===== src/rtl/button_cmd_scheduler_pkg.sv =====
`default_nettype none
// ============================================================================
// Module      : button_cmd_scheduler_pkg
// Description : Shared encodings for the button command scheduler: state
//               enum, command op / field codes, button bit positions and a
//               helper that steps the field cursor with wrap-around.
// Revision    : 1.0 - initial release
// ============================================================================
package button_cmd_scheduler_pkg;

    typedef enum logic [1:0] {
        S_IDLE  = 2'd0,
        S_EDIT  = 2'd1,
        S_ISSUE = 2'd2
    } state_t;

    localparam logic       c_op_inc    = 1'b0;
    localparam logic       c_op_dec    = 1'b1;

    localparam logic [1:0] c_field_sec = 2'd0;
    localparam logic [1:0] c_field_min = 2'd1;
    localparam logic [1:0] c_field_hr  = 2'd2;

    // Bit positions in the pending vector; lower index = higher priority.
    localparam int         c_num_btn   = 5;
    localparam int         c_btn_enter = 0;
    localparam int         c_btn_up    = 1;
    localparam int         c_btn_down  = 2;
    localparam int         c_btn_left  = 3;
    localparam int         c_btn_right = 4;

    // Move the cursor one field up (SEC->MIN->HR->SEC) or down
    // (SEC->HR->MIN->SEC). Code 3 is never produced.
    function automatic logic [1:0] field_step(input logic [1:0] f, input logic up);
        logic [1:0] r;
        if (up) begin
            r = (f == c_field_hr || f == 2'd3) ? c_field_sec : f + 2'd1;
        end else begin
            r = (f == c_field_sec || f == 2'd3) ? c_field_hr : f - 2'd1;
        end
        return r;
    endfunction

endpackage
`default_nettype wire


===== src/rtl/button_cmd_scheduler_prio_arbiter.sv =====
`default_nettype none
// ============================================================================
// Module      : button_prio_arbiter
// Description : Fixed-priority one-hot grant over the pending button bits.
//               Bit 0 (enter) has highest priority, bit 4 (right) lowest.
// Ports       : pending [4:0] in  - latched button requests
//               grant   [4:0] out - one-hot winner, zero when none pending
// Revision    : 1.0 - initial release
// ============================================================================
module button_prio_arbiter
    import button_cmd_scheduler_pkg::*;
(
    input  logic [c_num_btn-1:0] pending,
    output logic [c_num_btn-1:0] grant
);

    // Isolate the lowest set bit: x & -x.
    assign grant = pending & (~pending + {{(c_num_btn-1){1'b0}}, 1'b1});

endmodule
`default_nettype wire


===== src/rtl/button_cmd_scheduler.sv =====
`default_nettype none
// ============================================================================
// Module      : button_cmd_scheduler
// Description : Edit-mode controller between button conditioners and the
//               time-register write port. Latches button ticks, arbitrates
//               them, runs the IDLE/EDIT/ISSUE state machine and issues
//               INC/DEC commands over a valid/ready handshake. An EDIT
//               session with no activity is abandoned after TIMEOUT_CYCLES.
// Ports       : clkr, resetr (sync, active high)
//               tick_enter/up/down/left/right - one-cycle button pulses
//               cmd_ready in; cmd_valid, cmd_op, cmd_field out
//               edit_mode, field_sel, commit_pulse, abort_pulse out
// Revision    : 1.0 - initial release
// ============================================================================
module button_cmd_scheduler
    import button_cmd_scheduler_pkg::*;
#(
    parameter int unsigned TIMEOUT_CYCLES = 500_000_000,
    parameter int unsigned CNT_W          = 32
) (
    input  logic       clkr,
    input  logic       resetr,
    input  logic       tick_enter,
    input  logic       tick_up,
    input  logic       tick_down,
    input  logic       tick_left,
    input  logic       tick_right,
    input  logic       cmd_ready,
    output logic       cmd_valid,
    output logic       cmd_op,
    output logic [1:0] cmd_field,
    output logic       edit_mode,
    output logic [1:0] field_sel,
    output logic       commit_pulse,
    output logic       abort_pulse
);

    localparam logic [CNT_W-1:0] c_cnt_last = CNT_W'(TIMEOUT_CYCLES - 1);

    state_t                 r_state, w_state_nxt;
    logic [c_num_btn-1:0]   r_pending, w_ticks, w_grant, w_clear;
    logic [CNT_W-1:0]       r_cnt, w_cnt_nxt;
    logic [1:0]             r_field, w_field_nxt;
    logic                   r_op, w_op_nxt;
    logic [1:0]             r_cmd_field;
    logic                   r_cmd_valid, r_edit_mode, r_commit, r_abort;
    logic                   w_commit, w_abort;

    assign w_ticks = {tick_right, tick_left, tick_down, tick_up, tick_enter};

    button_prio_arbiter u_arb (
        .pending (r_pending),
        .grant   (w_grant)
    );

    always_comb begin
        w_state_nxt = r_state;
        w_clear     = '0;
        w_cnt_nxt   = r_cnt;
        w_field_nxt = r_field;
        w_op_nxt    = r_op;
        w_commit    = 1'b0;
        w_abort     = 1'b0;
        case (r_state)
            S_IDLE: begin
                // Only enter means anything here; everything else is dropped.
                w_clear = '1;
                if (w_grant[c_btn_enter]) begin
                    w_state_nxt = S_EDIT;
                    w_field_nxt = c_field_sec;
                    w_cnt_nxt   = '0;
                end
            end
            S_EDIT: begin
                if (|r_pending) begin
                    w_clear   = w_grant;
                    w_cnt_nxt = '0;
                    if (w_grant[c_btn_enter]) begin
                        w_state_nxt = S_IDLE;
                        w_commit    = 1'b1;
                    end else if (w_grant[c_btn_up]) begin
                        w_state_nxt = S_ISSUE;
                        w_op_nxt    = c_op_inc;
                    end else if (w_grant[c_btn_down]) begin
                        w_state_nxt = S_ISSUE;
                        w_op_nxt    = c_op_dec;
                    end else if (w_grant[c_btn_left]) begin
                        w_field_nxt = field_step(r_field, 1'b1);
                    end else begin
                        w_field_nxt = field_step(r_field, 1'b0);
                    end
                end else if (r_cnt == c_cnt_last) begin
                    w_state_nxt = S_IDLE;
                    w_abort     = 1'b1;
                    w_clear     = '1;
                    w_cnt_nxt   = '0;
                end else begin
                    w_cnt_nxt = r_cnt + CNT_W'(1);
                end
            end
            S_ISSUE: begin
                // Buttons keep latching but are not serviced; counter frozen.
                if (cmd_ready) begin
                    w_state_nxt = S_EDIT;
                    w_cnt_nxt   = '0;
                end
            end
            default: begin
                w_state_nxt = S_IDLE;
            end
        endcase
    end

    always_ff @(posedge clkr) begin
        if (resetr) begin
            r_state     <= S_IDLE;
            r_pending   <= '0;
            r_cnt       <= '0;
            r_field     <= c_field_sec;
            r_op        <= c_op_inc;
            r_cmd_field <= c_field_sec;
            r_cmd_valid <= 1'b0;
            r_edit_mode <= 1'b0;
            r_commit    <= 1'b0;
            r_abort     <= 1'b0;
        end else begin
            r_state     <= w_state_nxt;
            // A new tick on the same edge as its clear keeps the bit pending.
            r_pending   <= (r_pending & ~w_clear) | w_ticks;
            r_cnt       <= w_cnt_nxt;
            r_field     <= w_field_nxt;
            r_op        <= w_op_nxt;
            if (w_state_nxt == S_ISSUE) begin
                r_cmd_field <= w_field_nxt;
            end
            r_cmd_valid <= (w_state_nxt == S_ISSUE);
            r_edit_mode <= (w_state_nxt != S_IDLE);
            r_commit    <= w_commit;
            r_abort     <= w_abort;
        end
    end

    assign cmd_valid    = r_cmd_valid;
    assign cmd_op       = r_op;
    assign cmd_field    = r_cmd_field;
    assign edit_mode    = r_edit_mode;
    assign field_sel    = r_field;
    assign commit_pulse = r_commit;
    assign abort_pulse  = r_abort;

endmodule
`default_nettype wire


===== config.mk =====
export PLATFORM = sky130hd
export DESIGN_NAME = button_cmd_scheduler
export DESIGN_NICKNAME = d
export VERILOG_FILES = /design/src/rtl/button_cmd_scheduler_pkg.sv /design/src/rtl/button_cmd_scheduler_prio_arbiter.sv /design/src/rtl/button_cmd_scheduler.sv
export SDC_FILE = /design/constraint.sdc
export NUM_CORES = 1
export LEC_CHECK = 0
export ABC_AREA = 1
export BUFFER_PORTS_ARGS = -buffer_cell sky130_fd_sc_hd__buf_4
export CAP_MARGIN = 20
export CORE_MARGIN = 8
export CORE_UTILIZATION = 60
export CTS_BUF_LIST = sky130_fd_sc_hd__clkbuf_16
export DETAILED_ROUTE_END_ITERATION = 7
export GPL_TIMING_DRIVEN = 0
export PLACE_DENSITY = 0.79
export SLEW_MARGIN = 0
export SYNTH_ARGS = -nofsm -noshare
export SYNTH_HDL_FRONTEND = slang
export SYNTH_SLANG_ARGS = --single-unit
export TNS_END_PERCENT = 30

===== constraint.sdc =====
create_clock -name clkr -period 1.9 [get_ports clkr]
set_input_delay 0.19 -clock clkr [delete_from_list [all_inputs] [get_ports clkr]]
set_output_delay 0.19 -clock clkr [all_outputs]
set_load 0.01 [all_outputs]

==> results of run 1 <==
[cells by family after synthesis]
logic type	Yosys count	share of synthesized area
adder cells (fa/ha/maj)	4	0.0172
buffers and inverters	65	0.0917
flip-flops	48	0.330
XOR/XNOR	15	0.0452
AO/OA/AOI/OAI	27	0.0495
AND/OR/NAND/NOR	286	0.466
[worst max-delay path: cells and delay by family, from the launching register on]
kind / cells / cell delay (ps)
xor+xnor: 1 / 150
fa+ha+maj: 1 / 220
buf+inv: 3 / 310
flops: 1 / 380
simple gates: 6 / 620
[Yosys cell counts (all sizes together), types with 3 or more instances]
cell / instances
nor2: 91
nand3: 43
nor3: 11
xnor2: 4
xor2: 11
dfxtp: 48
ha: 4
buf: 5
inv: 56
o21ai: 3
nor4: 3
or2: 4
a21oi: 20
nand2: 112
nand4: 19
[stage by stage]
step / setup TNS, ps / utilization / total power [mW]
3_3_place_gp: -8.57 / 0.660 / 1.30
5_1_grt: -1.02 / 0.702 / 2.47
2_1_floorplan: 0 / - / 1.23
6_report: 0 / 0.702 / 2.40
3_5_place_dp: -441 / 0.660 / 1.30
4_1_cts: 0 / 0.697 / 2.40
[final cells by class]
class,instances,area share
well taps,54,0.0205
flip-flops and latches,48,0.292
repair buffers,18,0.0410
clock buffers,5,0.0380
clock inverters,2,0.0182
multi-input cells,332,0.514
inverters,58,0.0672
plain buffers,6,0.00912
[what timing repair did]
item | 4_1_cts | 5_1_grt
pin swaps | 0 | 1
gates resized for setup | 2 | 3
setup endpoints to repair | 10 | 17
setup buffers | 0 | 2
endpoints found under the hold margin | 0 | 0
[worst max path at each step]
stage,depth (start not counted),endpoint
6_report,11,r_cnt[14]$_SDFFE_PP0P_
5_1_grt,11,r_cnt[14]$_SDFFE_PP0P_
4_1_cts,12,r_cnt[22]$_SDFFE_PP0P_
3_5_place_dp,11,r_cnt[22]$_SDFFE_PP0P_
3_3_place_gp,11,r_cnt[20]$_SDFFE_PP0P_
2_1_floorplan,11,r_cnt[20]$_SDFFE_PP0P_
[layer usage]
metal,vias to the layer above,track usage
li1,1470,-
met1,1331,0.236
met2,83,0.374
met3,20,0.0392
met4,0,0.107
met5,-,0
[power by group through the flow]
stage / Combinational (mW) / Clock [mW] / Sequential [mW]
final: 0.233 / 1.12 / 1.04
after global routing: 0.254 / 1.18 / 1.04
after CTS: 0.233 / 1.13 / 1.04
after detailed placement: 0.240 / 0 / 1.06
after global placement: 0.234 / 0 / 1.06
after floorplan: 0.164 / 0 / 1.06
[sequential cells by signal (all words and copies together), names as in the netlist]
register,cells
r_cnt,32
cmd_valid,1
r_pending,5
field_sel,2
cmd_op,1
commit_pulse,1
cmd_field,2
r_state,2
abort_pulse,1
edit_mode,1
==> metrics.md, run 1 <==
| Metric | Value |
|---|---|
| Chip Width | 85.6 um |
| Sw frac | 0.230 |
| WL final | 7410 um |
| Seq pwr share | 0.434 |
| H-Tree Depth | 2 |
| Clk buf depth | 2 |
| Cells after Synth | 445 |
| Register area | 962 um^2 |
| Async SR Flop Fraction | 0 |
| Placed cell count | 515 |
| IO buf count | 16 |
| R2R depth | 11 |
| Setup ws final | 119 ps |
| Drt via density | 5.55 |
| Final Cycle Share | 0.937 |
| Hold path start | resetr |
| Area Overhead vs Synth | 13.3% |
| Worst hold path depth | 2 |
| Placed cell area | 0.00310 mm^2 |
| Vias in the first global route | 2808 |
| Placeable Area | 0.00469 mm^2 |
| CTS buffer count | 5 |
| Critical Path Fanout Max | 4 |
| Hold endpoint | commit_pulse$_SDFF_PP0_ |
| Met1 wire length | 3140 um |
| Pleak | 1.23 nW |
| Initial core utilization | 0.620 |
| Synthesized area | 0.00291 mm^2 |
| Final instance area | 0.00329 mm^2 |
| Syn_nets | 457 |
| Most common cell after layout, fill and taps aside | nand2_1 |
| Total Routing Usage GR | 0.211 |
| CP Class | reg2reg |
| #FFs+latches synth | 48 |
| Root buf cell | clkbuf_16 |
| Routability cong. | 0.928 |
| Final setup violation count | 0 |
| Total gr overflow | 0 |
| VDD IR max | 0.553 mV |
| Rel. slew slack | 0.660 |
| CP endpoint kind | register |
| Clock Sinks | 48 |
| Post-synth EDFFs | 0 |
| Skew-Pair Late Insertion Delay | 290 ps |
| Initial antenna violation count | 0 |
| Remaining antenna violation count | 0 |
| DRT Pass-1 Iters | 4 |
| Outcome | complete, no violations |
| Fin. Hold Viols | 0 |
| CTS clock-pin slew for the worst setup and hold paths | 60 ps |
| Area of the multi-input gates | 0.00169 mm^2 |
| Pre-CTS setup slack | -52.7 ps |
| Fill count | 433 |
| Max Clk Rate | 562 MHz |
| CTS tree | done |
| Hold crit path type | in2reg |
| Post-Syn Area per Cell | 6.53 um^2 |
| Die height | 85.6 um |
| Worst EP arrival | 1960 ps |
| Largest net degree at the start of global routing | 19 |
| CP peak stage delay | 380 ps |
| Critical path, cell by cell | ha_2, inv_1, nor2_4, nand2_2, inv_1, nand2_1, nor2_4, buf_4, nand3_1, xor2_1, nor2_1 |
| Cell variety after synth | 35 |
| Antenna diodes | 0 |
| Worst Max-Slew Pin Slew | 511 ps |
| Drt wl/cell | 14.2 um |
| Synth warn | 0 |
| Layout cells sized above 1 | 0.139 |
| Max-cap violations | 0 |
| Post-synthesis sequential area ratio | 0.330 |
| Synth Flop Type | dfxtp_1 |
| Num ports | 17 |
| R2R Path End | r_cnt[14]$_SDFFE_PP0P_ |
| Worst EP required | 2080 ps |
| CP Launch Point | r_cnt[0]$_SDFFE_PP0P_ |
| Max stage delay cell, worst path | dfxtp_1 |
| Final HPWL DP | 5680 um |
| Gate power share | 0.097 |
| Initial DRC count | 150 |
| Setup Skew | 6.28 ps |
| Max Slew Vio Count | 0 |
| Via count | 2904 |
| Hold buffers post-CTS | 0 |
| Pwr/cell area | 727 mW/mm^2 |
| Non-filler cells, final | 523 |
| WL met3 | 376 um |
| Worst hold slack | 104 ps |
| Post-synth top area share | 0.330 |
| Critical Path Source Type | register |
| Nets | 481 |
| Psw | 0.551 mW |
| Cell Int Power | 1.85 mW |
| R2R Path Start | r_cnt[0]$_SDFFE_PP0P_ |
| Synth top area cells | dfxtp_1 33%, nand2_1 14%, nor2_1 9.8% |
| First-pass GRT wire length | 12500 um |
| Synth area leader | dfxtp_1 |
| Reg2reg setup slack | 120 ps |
| FP Rows | 25 |
| DR top layer | met4 |
| Tmin final | 1780 ps |
| Met2 wire length | 3670 um |
| Clock power frac | 0.469 |
| DRC Markers | 0 |
| Commonest non-fill, non-tap cells in the layout | 107 x nand2_1, 76 x nor2_1, 53 x inv_1 |
| Die area | 0.00733 mm^2 |
(Power assumes the default switching activity.)
==> run 2: changes to the inputs <==
--- a/config.mk
+++ b/config.mk
@@ -11,8 +11,8 @@
 export CORE_MARGIN = 8
 export CORE_UTILIZATION = 60
-export CTS_BUF_LIST = sky130_fd_sc_hd__clkbuf_16
 export DETAILED_ROUTE_END_ITERATION = 7
 export GPL_TIMING_DRIVEN = 0
 export PLACE_DENSITY = 0.79
+export SETUP_SLACK_MARGIN = 0.3
 export SLEW_MARGIN = 0
 export SYNTH_ARGS = -nofsm -noshare
==> constraint.sdc (replaced) <==
create_clock -name clkr -period 1.9 [get_ports clkr]
set_input_delay 0.19 -clock clkr [delete_from_list [all_inputs] [get_ports clkr]]
set_output_delay 0.19 -clock clkr [all_outputs]
set_load 0.005 [all_outputs]
==> metrics.md, run 2 (same netlist as run 1, synthesis figures left out) <==
| Metric | Value |
|---|---|
| Pleak | 1.40 nW (+14%) |
| Final setup violation count | 0 (unchanged) |
| Drt wl/cell | 15.1 um (+6.5%) |
| Drt via density | 5.64 (+1.5%) |
| Top Registers | r_cnt (32), r_pending (5) |
| CTS buffer count | 5 (unchanged) |
| Layout cells sized above 1 | 0.270 (+0.131) |
| Fin. Hold Viols | 0 (unchanged) |
| Skew-Pair Late Insertion Delay | 300 ps (about the same) |
| Clk buf depth | 2 (unchanged) |
| Worst Max-Slew Pin Slew | 531 ps (+20.1 ps) |
| RSZ-0062 raised after global routing | yes |
| Worst hold path depth | 2 (unchanged) |
| Most common cell after layout, fill and taps aside | nand2_1 |
| CP endpoint kind | register |
| Reg2reg setup slack | 260 ps (+140 ps) |
| Antenna diodes | 0 (unchanged) |
| Max FFs per register | 32 (unchanged) |
| Max stage delay cell, worst path | dfxtp_1 |
| Worst hold slack | 95.3 ps (-8.82 ps) |
| Critical path, cell by cell | inv_2, nand2_1, nor2_1, nand2_1, nor2_4, nand2_4, nand3_4, nand2_8, nand2_8, buf_6, buf_12, nor2_2 |
| CP peak stage delay | 370 ps (about the same) |
| R2R Path Start | r_cnt[17]$_SDFFE_PP0P_ |
| CP Class | reg2reg |
| Max Clk Rate | 610 MHz (+8.7%) |
| Die area | 0.00733 mm^2 (unchanged) |
| Pwr/cell area | 619 mW/mm^2 (-15%) |
| Via count | 3061 (+5.4%) |
| Vias in the first global route | 2949 (+5.0%) |
| Worst EP arrival | 1840 ps (-120 ps) |
| DRT Pass-1 Iters | 5 (+1) |
| Final HPWL DP | 5680 um (unchanged) |
| R2R depth | 12 (+1) |
| Max-cap violations | 0 (unchanged) |
| Final instance area | 0.00360 mm^2 (+9.3%) |
| WL final | 8190 um (+11%) |
| Initial antenna violation count | 0 (unchanged) |
| Worst Path Buf+Inv | 3 (unchanged) |
| Num ports | 17 (unchanged) |
| IO buf count | 16 (unchanged) |
| VDD IR max | 0.472 mV (-15%) |
| Root buf cell | clkbuf_8 |
| Tmin final | 1640 ps (-142 ps) |
| Placed cell area | 0.00310 mm^2 (unchanged) |
| Rel. slew slack | 0.646 (-0.0134) |
| Placeable Area | 0.00469 mm^2 (unchanged) |
| Hold path start | resetr |
| Routability cong. | 0.928 (unchanged) |
| Most flops, register | r_cnt |
| Met1 global-route usage | 0.251 (+0.0156) |
| Die height | 85.6 um (unchanged) |
| Remaining antenna violation count | 0 (unchanged) |
| Critical Path Source Type | register |
| Hold endpoint | commit_pulse$_SDFF_PP0_ |
| Gr busiest metal | met2 |
| Initial core utilization | 0.620 (unchanged) |
| Fill count | 381 (-12%) |
| DRC Markers | 0 (unchanged) |
| Largest net degree at the start of global routing | 15 (-4) |
| Commonest non-fill, non-tap cells in the layout | 100 x nand2_1, 65 x nor2_1, 49 x inv_1 |
| Grt met2 use | 0.401 (+0.0261) |
| FP Rows | 25 (unchanged) |
| R2R Path End | r_cnt[3]$_SDFFE_PP0P_ |
| Chip Width | 85.6 um (unchanged) |
| Area Overhead vs Synth | 23.9% |
| CTS clock-pin slew for the worst setup and hold paths | 90 ps (+30 ps) |
| Max Slew Vio Count | 0 (unchanged) |
| Clock Sinks | 48 (unchanged) |
| First-pass GRT wire length | 13200 um (+5.4%) |
| Worst EP required | 2100 ps (+20 ps) |
| Top delay family on crit path | simple AND/OR/NAND/NOR gates |
| H-Tree Depth | 2 (unchanged) |
| Total gr overflow | 0 (unchanged) |
| Final Cycle Share | 0.863 (-0.0747) |
| Critical Path Fanout Max | 5 (+1) |
| Initial DRC count | 255 (+70%) |
| Nets | 501 (+4.2%) |
| Outcome | complete, no violations |
| CTS tree | done |
| Setup Skew | 1.53 ps (-4.75 ps) |
| Hold crit path type | in2reg |
| Met3 usage | 0.0372 (-0.00191) |
| Total Routing Usage GR | 0.222 (+0.0104) |
==> run 2: routing by layer <==
layer | wire length [um] | vias up
li1 | - | 1510
met1 | 3230 | 1395
met2 | 4220 | 131
met3 | 461 | 25
met4 | 271 | 0
met5 | 0 | -
==> run 2: metrics by stage <==
step | util | std cells | worst slack (ps) | TNS, ps | power (mW)
floorplan | - | 445 | 311 | 0 | 1.22
global placement | 0.660 | 515 | -3.78 | -8.57 | 1.29
detailed placement | 0.660 | 515 | -52.7 | -441 | 1.30
CTS | 0.727 | 535 | 251 | 0 | 2.20
global route | 0.768 | 543 | 157 | 0 | 2.31
finish | 0.768 | 543 | 261 | 0 | 2.23
==> run 2: layout make-up <==
type | instances | area [um^2] | area share
Tap cell | 54 | 67.6 | 0.0188
Clock inverter | 2 | 60.1 | 0.0167
Sequential cell | 48 | 997 | 0.277
Multi-Input combinational cell | 332 | 1800 | 0.501
Inverter | 58 | 229 | 0.0636
Timing Repair Buffer | 37 | 317 | 0.0879
Buffer | 7 | 58.8 | 0.0163
Clock buffer | 5 | 68.8 | 0.0191
==> run 2: power breakdown <==
part	leakage (nW)	switching [mW]	internal, mW
combinational	0.932	0.187	0.133
sequential	0.401	0.0167	1.02
clock	0.0642	0.353	0.518
total	1.40	0.556	1.67
==> run 2: what timing repair did <==
action | 4_1_cts | 5_1_grt
resized for setup | 28 | 50
setup buffers | 12 | 8
endpoints found under the setup margin | 30 | 39
hold buffers | 0 | 0
gates cloned | 1 | 0
pin swaps | 8 | 9
==> run 2: worst reg2reg max path: cells and delay by family, from the launching register on <==
| family | cells | cell delay [ps] |
|---|---|---|
| simple gates | 9 | 850 |
| flops | 1 | 370 |
| buf+inv | 3 | 330 |
==> run 2: worst max path at each step <==
stage / start / endpoint / slack (ps) / depth (start not counted)
3_5_place_dp: r_cnt[1]$_SDFFE_PP0P_ / r_cnt[22]$_SDFFE_PP0P_ / -50 / 11
4_1_cts: r_cnt[5]$_SDFFE_PP0P_ / r_cnt[19]$_SDFFE_PP0P_ / 250 / 7
3_3_place_gp: r_cnt[0]$_SDFFE_PP0P_ / r_cnt[20]$_SDFFE_PP0P_ / -4 / 11
5_1_grt: r_cnt[15]$_SDFFE_PP0P_ / r_cnt[29]$_SDFFE_PP0P_ / 160 / 8
2_1_floorplan: r_cnt[0]$_SDFFE_PP0P_ / r_cnt[20]$_SDFFE_PP0P_ / 310 / 11
6_report: r_cnt[17]$_SDFFE_PP0P_ / r_cnt[3]$_SDFFE_PP0P_ / 260 / 12
